[config.mk]
export PLATFORM = sky130hd
export DESIGN_NAME = parity_frame_sched
export DESIGN_NICKNAME = d
export VERILOG_FILES = /design/src/rtl/parity_sched_pkg.sv /design/src/rtl/parity_bit_core.sv /design/src/rtl/parity_frame_sched.sv
export SDC_FILE = /design/constraint.sdc
export NUM_CORES = 1
export LEC_CHECK = 0
export ABC_AREA = 0
export BUFFER_PORTS_ARGS = -buffer_cell sky130_fd_sc_hd__buf_2
export CAP_MARGIN = 10
export CORE_UTILIZATION = 50
export CTS_BUF_LIST = sky130_fd_sc_hd__clkbuf_4 sky130_fd_sc_hd__clkbuf_8
export DETAILED_ROUTE_END_ITERATION = 12
export PLACE_DENSITY = 0.82
export SYNTH_ARGS = -nofsm -noshare
export SYNTH_HDL_FRONTEND = slang
export SYNTH_HIERARCHICAL = 1
export SYNTH_SLANG_ARGS = --single-unit
[constraint.sdc]
create_clock -name clk -period 2.2 [get_ports clk]
set_input_delay 0.11 -clock clk [delete_from_list [all_inputs] [get_ports clk]]
set_output_delay 0.11 -clock clk [all_outputs]
set_load 0.05 [all_outputs]
[src/rtl/parity_sched_pkg.sv]
// parity_sched_pkg: shared state types and width helper for the parity frame scheduler.
package parity_sched_pkg;
   typedef enum logic [1:0] {IDLE, SHIFT, REPORT} sched_state_e;
   typedef enum logic {EVEN, ODD} par_state_e;
   function automatic int clog2w(input int n);
      return (n <= 2) ? 1 : $clog2(n);
   endfunction
endpackage

[src/rtl/parity_bit_core.sv]
// parity_bit_core: Moore bit-serial parity detector; det_out is 1 while an even number of ones has been seen.
module parity_bit_core
   import parity_sched_pkg::*;
(
   input  logic clk,
   input  logic rst,
   input  logic clr,
   input  logic seq_in,
   output logic det_out
);
   par_state_e state_q, state_d;
   always_comb begin
      state_d = clr ? EVEN : (seq_in ? ((state_q == EVEN) ? ODD : EVEN) : state_q);
   end
   always_ff @(posedge clk) begin
      if (rst) state_q <= EVEN;
      else     state_q <= state_d;
   end
   assign det_out = (state_q == EVEN);
endmodule

[src/rtl/parity_frame_sched.sv]
// parity_frame_sched: round-robin arbiter feeding one word at a time, LSB first, into a shared parity core.
module parity_frame_sched
   import parity_sched_pkg::*;
#(
   parameter int NUM_REQ = 4,
   parameter int WIDTH   = 8
) (
   input  logic                         clk,
   input  logic                         rst,
   input  logic [NUM_REQ-1:0]           req_valid,
   input  logic [NUM_REQ*WIDTH-1:0]     req_data,
   output logic [NUM_REQ-1:0]           req_ready,
   output logic                         rsp_valid,
   output logic [clog2w(NUM_REQ)-1:0]   rsp_id,
   output logic                         rsp_even,
   input  logic                         rsp_ready
);
   localparam int ID_W  = clog2w(NUM_REQ);
   localparam int CNT_W = clog2w(WIDTH);
   sched_state_e     state_q, state_d;
   logic [ID_W-1:0]  last_q, last_d, id_q, id_d, win, cand;
   logic [WIDTH-1:0] shift_q, shift_d, sel;
   logic [CNT_W-1:0] cnt_q, cnt_d;
   logic             found, xfer, seq_in, det_out;
   // Scan from farthest to nearest so the requester closest after last_q wins.
   always_comb begin
      win   = '0;
      cand  = '0;
      found = 1'b0;
      sel   = '0;
      for (int k = NUM_REQ; k >= 1; k--) begin
         cand = ID_W'((int'(last_q) + k) % NUM_REQ);
         if (req_valid[cand]) begin
            win   = cand;
            found = 1'b1;
         end
      end
      for (int i = 0; i < NUM_REQ; i++)
         if (win == ID_W'(i)) sel = req_data[i*WIDTH +: WIDTH];
   end
   always_comb begin
      xfer      = (state_q == IDLE) && found;
      req_ready = xfer ? (NUM_REQ'(1) << win) : '0;
      state_d   = (state_q == IDLE)  ? (found ? SHIFT : IDLE) :
                  (state_q == SHIFT) ? ((cnt_q == CNT_W'(WIDTH-1)) ? REPORT : SHIFT) :
                                       (rsp_ready ? IDLE : REPORT);
      shift_d   = xfer ? sel : ((state_q == SHIFT) ? (shift_q >> 1) : shift_q);
      cnt_d     = xfer ? '0 : ((state_q == SHIFT) ? cnt_q + 1'b1 : cnt_q);
      id_d      = xfer ? win : id_q;
      last_d    = ((state_q == REPORT) && rsp_ready) ? id_q : last_q;
      seq_in    = (state_q == SHIFT) && shift_q[0];
   end
   always_ff @(posedge clk) begin
      if (rst) begin
         state_q <= IDLE;
         last_q  <= ID_W'(NUM_REQ-1);
         id_q    <= '0;
         shift_q <= '0;
         cnt_q   <= '0;
      end else begin
         state_q <= state_d;
         last_q  <= last_d;
         id_q    <= id_d;
         shift_q <= shift_d;
         cnt_q   <= cnt_d;
      end
   end
   parity_bit_core u_core (
      .clk     (clk),
      .rst     (rst),
      .clr     (xfer),
      .seq_in  (seq_in),
      .det_out (det_out)
   );
   assign rsp_valid = (state_q == REPORT);
   assign rsp_id    = id_q;
   assign rsp_even  = det_out;
endmodule
After elaboration in Yosys (flattened, before gate mapping)
Index checks and enable logic that the tools add are counted.

cells by class
  reduce and logical (&&, ||, !) cells = 7
  add/sub/neg operators = 5
  bitwise logic cells = 1
  shifts and indexed selects = 1
  equal/unequal tests = 6
  $lt $le $gt $ge = 4
  multiplexer cells = 29

operators by type and width
  kind                                                                          number
  8-bit two-way mux                                                             6
  2-bit two-way mux                                                             8
  2-bit by 3-bit less-than comparator with 1-bit output, second input constant  4
  1-bit two-way mux                                                             10
  1-bit binary-select mux with 2-bit select                                     4
  2-bit == test, second input constant                                          3
  2-bit by 1-bit adder with 2-bit output, second input constant                 2
  2-bit adder, second input constant                                            2
  2-bit by 1-bit == test with 1-bit output, second input constant               2
  2-bit zero test                                                               2
  4-bit two-way mux                                                             1
  1-bit by 2-bit << shifter with 4-bit output, first input constant             1
  3-bit by 1-bit adder with 3-bit output, second input constant                 1
  3-bit == test, second input constant                                          1
  1-bit logical AND                                                             3
  2-bit nonzero test                                                            1
  2-bit OR reduction                                                            1
  1-bit inverter                                                                1

word-level totals
  output and inout bits = 8
  register bits after elaboration = 18
  bits of input ports = 39
  word-level logic and storage cells = 59

Logic depth before layout (Yosys ltp)
Gate-level depths: netlist (run 1).

  depth in word-level cells = 13
  gate-level depth with buffers = 7
  mapped depth without buffers = 5

Hierarchy
Netlist (run 1), hierarchy kept.

modules (own cells, without submodules)
  module              area each (um^2)  cells an instance  sequential area each (um^2)  times used
  parity_frame_sched  1,162.4           137                340.3                        1
  parity_bit_core     42.5              4                  20.0                         1

Worst setup path before layout (run 1)
Ideal clock, no wire load.

  path kind = flip-flop to output port
  start = reg last_q[1]
  end = out req_ready[1]
  cell stages (with the launch flop) = 7
  arrival time = 1,835 ps
  setup slack = 255 ps
  required time = 2,090 ps
  cell sequence = dfxtp_1 > o21ai_0 > o221ai_2 > buf_4 > buf_2 > nand2_1 > nor2_1

on the way
  longest elaborated chain between the ends = 9
  elaborated cells between the ends (all ways) = 23
  classes of those cells = add/sub: 4; shift: 1; mux: 17; reduce/logical: 1

ends and longest elaborated chain
  what                                                                                     RTL line                                            source
  start, declared                                                                          parity_frame_sched.sv:21                            logic [ID_W-1:0] last_q, last_d, id_q, id_d, win, cand;
  start signal, assigned                                                                   parity_frame_sched.sv:56                            last_q <= ID_W'(NUM_REQ-1);
  start signal, assigned                                                                   parity_frame_sched.sv:62                            last_q <= last_d;
  2-bit by 1-bit adder with 2-bit output                                                   parity_frame_sched.sv:32                            cand = ID_W'((int'(last_q) + k) % NUM_REQ);
  1-bit binary-select mux with 2-bit select                                                parity_frame_sched.sv:33                            if (req_valid[cand]) begin
  1-bit two-way mux (not written as such)                                                  parity_frame_sched.sv:33
  2-bit two-way mux / 1-bit two-way mux (equally long branches) (4 in a row)               parity_frame_sched.sv:33
  1-bit by 2-bit << shifter with 4-bit output / 1-bit logical AND (equally long branches)  parity_frame_sched.sv:43, parity_frame_sched.sv:42
  4-bit two-way mux *                                                                      parity_frame_sched.sv:43                            req_ready = xfer ? (NUM_REQ'(1) << win) : '0;
  end, declared                                                                            parity_frame_sched.sv:12                            output logic [NUM_REQ-1:0] req_ready,

Mark *: on every way between the ends. The rest lies on a longest branch, timed or not. The select of a mux whose other input is x is not followed.

Worst setup path after layout (run 1)
  start = reg last_q[0]
  end = out req_ready[2]

The elaborated chain is that of the path after synthesis.

==> results.toml, run 1 <==
[sta]
finalSetupViolations = 0
maxSlewViolCount = 0
post-route-period-util_pct = 93.91
worst_pin_slew_ps = 504.4
fmax_mhz = 484.0
fin_skew_ps = 7.884
slew_headroom_pct = 66.38
period_minus_slack_ps = 2066
hold_violations = 0

[status]
run_status = "finished, final reports clean"

[critical_path]
cp-start-kind = "flip-flop"
critPathArrivalTime_ps = 1960
reg2reg_to = "shift_q[6]$_SDFFE_PP0P_"
rr_startpoint = "last_q[1]$_SDFFE_PP1P_"
reg2regPathDepth = 6
cpMaxStageDelayCell = "nor4_4"
startpoint = "last_q[0]$_SDFFE_PP1P_"
crit_chain = "nor2b_1 > o221ai_2 > nor4_4 > and2_1 > buf_2"
crit_fanout = 8
crit_type = "flip-flop to primary output"
reg2reg_slack_ps = 250
cp-endpoint = "req_ready[2]"
critPathRequiredTime_ps = 2090
end_kind = "primary output"
max_stage_delay_ps = 410

[clock_tree]
cts_buffers = 3
cts_tree = "yes"
clk_pin_slew_ps = 110
cts.sinks = 18
cts_buffer_depth = 2
clkLatencyLatePin_ps = 300
htreeDepth = 1
root_buffer = "clkbuf_4"

[layout]
layout_common_cells = "buf_2 (46), dfxtp_1 (18), nand2_1 (14)"
multi_input_area_sq_um = 790.8
fin_area_sq_mm = 0.001524
postLayoutCoreUtil_pct = 68.24
n_antenna_cell = 0
nets = 232
layout-drive-gt1-share_pct = 38.42
final_common_cell = "buf_2"
fillers = 189
syn_to_final_growth_pct = 26.48
regArea_sq_um = 360.3

[floorplan]
num_rows = 17
core-area_sq_mm = 0.002233
start_util_pct = 53.95
dieArea_sq_mm = 0.002610
ios = 47
fp.dieW_um = 51.09
die_height_um = 51.09

[routing]
wl_mm = 3.264
vias = 1326
postRouteAntennaNets = 0
avgRoutedWirePerCell_um = 14.97
drt_iter0_drc = 44
drc = 0
viasPerCell = 6.083
drt_pass1_iterations = 4

[global_route]
antenna_found_initial = 0
grtUsageTotal_pct = 27.90
overflow = 0
grt_max_degree = 12
grt_pass1_wl_mm = 5.430
first_global_vias = 1243

[pwr]
comb_power_share_pct = 28.3
power.internal_uw = 547.7
p_leak_nw = 0.6729
clockPowerShare_pct = 26.4
irDropWorstVdd_mv = 0.4298
p_switching_uw = 255.7
swShare_pct = 31.83
power_density_mw_per_mm2 = 527.1
power_frac_seq_pct = 45.4

[logic_synthesis]
synth_xor_area_share_pct = 1.454
ys_ff_latch = 18
syn_avg_cell_area_sq_um = 8.545
synth_edf_count = 0
synthAdderAreaFrac_pct = 2.077
ys_types = 45
async_flop_share_pct = 0
synth-simple-area-share_pct = 31.88
synth_ff_type = "dfxtp_1"
yosys-mux-area-fraction_pct = 5.296
synth_top_family_by_area = "simple AND/OR/NAND/NOR gates"
syn-cell-area_sq_mm = 0.001205
syn_inst = 141
syn_nets = 182
yosysWarnings = 6
yosysSeqAreaShare_pct = 29.91
synth_compound_area_share_pct = 24.51

[placed_design]
portBuffers = 46
gp_congestion = 0.8148
dpl_cell_area_sq_mm = 0.001449
dp_hpwl_mm = 2.434

[worst_hold_path]
hold_path_class = "input port to flip-flop"

[flow_run]
drv_cap = 0
[cell families after synthesis]
logic type,Yosys count
AOI/OAI and AO/OA,36
xor gates and xnor gates,2
adders and majority gates,2
buffers and inverters,12
DFF,18
muxes,6
and+or+nand+nor,65
[repair_timing]
action	4_1_cts	5_1_grt
endpoints found under the setup margin	0	3
hold buffers	0	0
resized for setup	0	2
buffers inserted	0	4
[Yosys cell counts (3+ instances only)]
cell,instances,area [sq um]
dfxtp_1,18,360.4
nand2_1,14,52.55
nor2_1,11,41.29
nand2b_1,8,50.05
nand3_1,8,40.04
a221oi_1,6,52.55
a31oi_1,6,37.54
nor2b_1,6,37.54
a21oi_1,4,20.02
nand3b_1,4,30.03
o311ai_0,4,35.03
clkbuf_1,3,11.26
inv_1,3,11.26
mux2i_1,3,30.03
nor3_1,3,15.01
[final cells by class]
cell class / instances / share of cell area, %
multi-input cells: 111 / 51.89
flip-flops and latches: 18 / 23.65
repair buffers: 53 / 18.56
clock buffers: 4 / 2.381
well taps: 28 / 2.299
inverters: 4 / 1.232
[worst max-delay path, delay by kind of cell, from the launching register on]
kind,cells,cell delay [ps]
flops,1,360
compound gates,1,260
simple gates,3,790
buf+inv,1,250
[stage by stage]
step | setup slack (ps) | hold slack [ps] | setup TNS (ps) | power [mW] | cells
floorplan | 254.5 | 180.9 | 0 | 0.5137 | 141
global placement | 396.9 | 378.8 | 0 | 0.5761 | 210
detailed placement | 340.0 | 386.3 | 0 | 0.5848 | 210
CTS | 85.14 | 59.80 | 0 | 0.7890 | 214
global route | -3.276 | 54.48 | -3.276 | 0.8412 | 218
finish | 134.0 | 54.91 | 0 | 0.8033 | 218
[how the worst min path moves through the flow]
stage | cells past startpoint | endpoint | startpoint
after floorplan | 1 | u_core/state_q$_SDFFE_PP0P_ | rst
after global placement | 3 | shift_q[3]$_SDFFE_PP0P_ | req_data[19]
after detailed placement | 3 | shift_q[3]$_SDFFE_PP0P_ | req_data[19]
after CTS | 3 | shift_q[3]$_SDFFE_PP0P_ | req_data[19]
after global routing | 3 | shift_q[3]$_SDFFE_PP0P_ | req_data[19]
final | 3 | shift_q[2]$_SDFFE_PP0P_ | req_data[18]
[power groups by stage]
stage / Clock (mW) / Combinational, mW / Sequential (mW)
after floorplan: 0 / 0.139 / 0.375
after global placement: 0 / 0.206 / 0.370
after detailed placement: 0 / 0.214 / 0.371
after CTS: 0.210 / 0.216 / 0.363
after global routing: 0.230 / 0.245 / 0.367
final: 0.212 / 0.227 / 0.364
[state kept, by name, summed over array words and instances, names as in the netlist]
signal	cells
shift_q	8
u_core/state_q	1
cnt_q	3
rsp_id	2
last_q	2
state_q	2
[metal layers]
metal | up-vias | wire (um) | track usage (%) | share of wire (%)
li1 | 626 | - | - | -
met1 | 615 | 1278 | 33.03 | 39
met2 | 72 | 1663 | 48.90 | 51
met3 | 13 | 227 | 3.869 | 7.0
met4 | 0 | 95 | 13.43 | 2.9
met5 | - | 0 | 0 | 0
Power figures use the tool's default switching activity.
==> run 2, diff against run 1 <==
Settings changed: CELL_PAD_IN_SITES_DETAIL_PLACEMENT set to 0, CELL_PAD_IN_SITES_GLOBAL_PLACEMENT set to 1, CORE_UTILIZATION 50 to 36, PLACE_DENSITY 0.82 to unset, PLACE_DENSITY_LB_ADDON set to 0.1.
==> run 2 against run 1 <==
Total power fell by 0.97%. First-iteration DRC count rose by 9.1%. Final cell count rose by 6.0%. Critical path depth fell by 1. Setup slack improved by 26 ps. Sequential power barely moved. Die area rose by 37%. Worst hold slack improved by 5.5 ps. Fmax rose by 1.3%. Sequential share of layout area rose by 0.18 points. Global-route usage fell by 7.7 points. Sequential cell count did not move. Critical path type unchanged. Largest power group unchanged.
==> results.toml, run 2 (synthesized netlist as in run 1, its figures left out) <==
[sta]
setup_ws_ps = 160.3
finalSetupViolations = 0
maxSlewViolCount = 0
hold_violations = 0
rsz0062_at_grt = "no"
worst_pin_slew_ps = 562.5
tns_ps = 0
fmax_mhz = 490.3
slew_headroom_pct = 62.50
fin_skew_ps = 5.343
post-route-period-util_pct = 92.71
period_minus_slack_ps = 2040

[critical_path]
max_stage_delay_ps = 420
end_kind = "primary output"
cp_top_family = "simple AND/OR/NAND/NOR gates"
cp_num_buf_inv = 2
reg2regPathDepth = 6
critPathArrivalTime_ps = 1930
cp-start-kind = "flip-flop"
worst-path-stages = 4
cpMaxStageDelayCell = "dfxtp_1"
crit_type = "flip-flop to primary output"
crit_fanout = 11
critPathRequiredTime_ps = 2090
crit_chain = "or3_1 > buf_4 > nor3_4 > buf_2"

[worst_hold_path]
holdPathStages = 3
hold_path_class = "input port to flip-flop"

[clock_tree]
cts_buffer_depth = 2
root_buffer = "clkbuf_4"
cts_buffers = 3
cts.sinks = 18
cts_resized = 0
clkLatencyLatePin_ps = 300
clk_pin_slew_ps = 110
htreeDepth = 1
cts_tree = "yes"

[pwr]
irDropWorstVdd_mv = 0.1824
comb_power_share_pct = 27.3
power_density_mw_per_mm2 = 525.9
clockPowerShare_pct = 27.0
p_switching_uw = 253.3
power_frac_seq_pct = 45.7
power_uw = 795.6
power.internal_uw = 542.3
p_leak_nw = 0.6606
swShare_pct = 31.83

[status]
run_status = "finished, final reports clean"

[placed_design]
portBuffers = 46
dp_hpwl_mm = 2.544
dpl_worst_slack_ps = 302.9
gp_congestion = 0.8178

[layout]
layout-drive-gt1-share_pct = 36.36
largest_register_ffs = 8
n_antenna_cell = 0
fillers = 336
reg_top3 = "shift_q: 8 flops, cnt_q: 3 flops"
final_common_cell = "buf_2"
postLayoutCoreUtil_pct = 48.75
nets = 229
layout_common_cells = "buf_2 (46), dfxtp_1 (18), nand2_1 (14)"
syn_to_final_growth_pct = 25.55
largest-register = "shift_q"

[floorplan]
core-area_sq_mm = 0.003103
fp.dieW_um = 59.85
start_util_pct = 38.83
dieArea_sq_mm = 0.003582
die_height_um = 59.85
num_rows = 20
ios = 47

[routing]
drc = 0
wl_mm = 3.257
drt_pass1_iterations = 4
top_layer_used = "met4"
postRouteAntennaNets = 0
drt_iter0_drc = 48
avgRoutedWirePerCell_um = 14.10
m1WireLength_mm = 1.439
viasPerCell = 5.312
wl_met2_mm = 1.678
vias = 1227
wl_met3_um = 108

[global_route]
grtUsageTotal_pct = 20.19
grt_pass1_wl_mm = 5.264
antenna_found_initial = 0
first_global_vias = 1185
grt_max_degree = 14
overflow = 0

[flow_run]
drv_cap = 0
run 2: changes by cell type in the layout (fill, tap and decap cells not counted):
cell and delta:
clkinv_1 +1, clkinvlp_4 -1, or3_4 -1, or3_1 +1
buf_4 -3
run 2: worst paths after layout:
check / start / endpoint / slack [ps]
setup / recovery: state_q[1]$_SDFF_PP0_ / req_ready[3] / 160
hold / removal: req_data[18] / shift_q[2]$_SDFFE_PP0P_ / 60
setup reg to reg: last_q[1]$_SDFFE_PP1P_ / shift_q[6]$_SDFFE_PP0P_ / 260
hold reg to reg: rsp_id[0]$_SDFFE_PP0P_ / last_q[0]$_SDFFE_PP1P_ / 510
run 2: area by class of cell:
cell class,count,area [sq um],area share (%)
Multi-Input combinational cell,111,785.8,51.94
Tap cell,44,55.05,3.639
Sequential cell,18,360.3,23.82
Timing Repair Buffer,50,260.3,17.20
Inverter,4,15.01,0.9926
Clock buffer,4,36.28,2.399
run 2: tightest hold or removal path, delay by kind of cell:
kind	cells	cell delay (ps)
AO/OA/AOI/OAI	1	70
buffers and inverters	1	90
AND/OR/NAND/NOR	1	50
run 2: layer usage:
metal  up-vias  global-route usage, %
li1        617                      -
met1       575                  24.27
met2        31                  36.03
met3         4                  2.814
met4         0                  7.641
met5         -                      0
run 2: metrics by stage:
step / instance area [sq um] / hold WS, ps / instances
3_5_place_dp: 1469 / 390.8 / 226
4_1_cts: 1513 / 55.33 / 231
3_3_place_gp: 1469 / 377.9 / 226
6_report: 1513 / 60.37 / 231
2_1_floorplan: 1205 / 180.9 / 141
5_1_grt: 1513 / 48.94 / 231
run 2: what timing repair did:
item	4_1_cts	5_1_grt
hold buffers	0	0
endpoints found under the setup margin	1	0
buffers inserted	1	0
run 2: power groups by stage:
stage	clock network [mW]	logic, mW	registers [mW]
6_report	0.215	0.217	0.363
5_1_grt	0.237	0.239	0.365
4_1_cts	0.225	0.220	0.363
3_5_place_dp	0	0.218	0.371
3_3_place_gp	0	0.214	0.371
2_1_floorplan	0	0.139	0.375
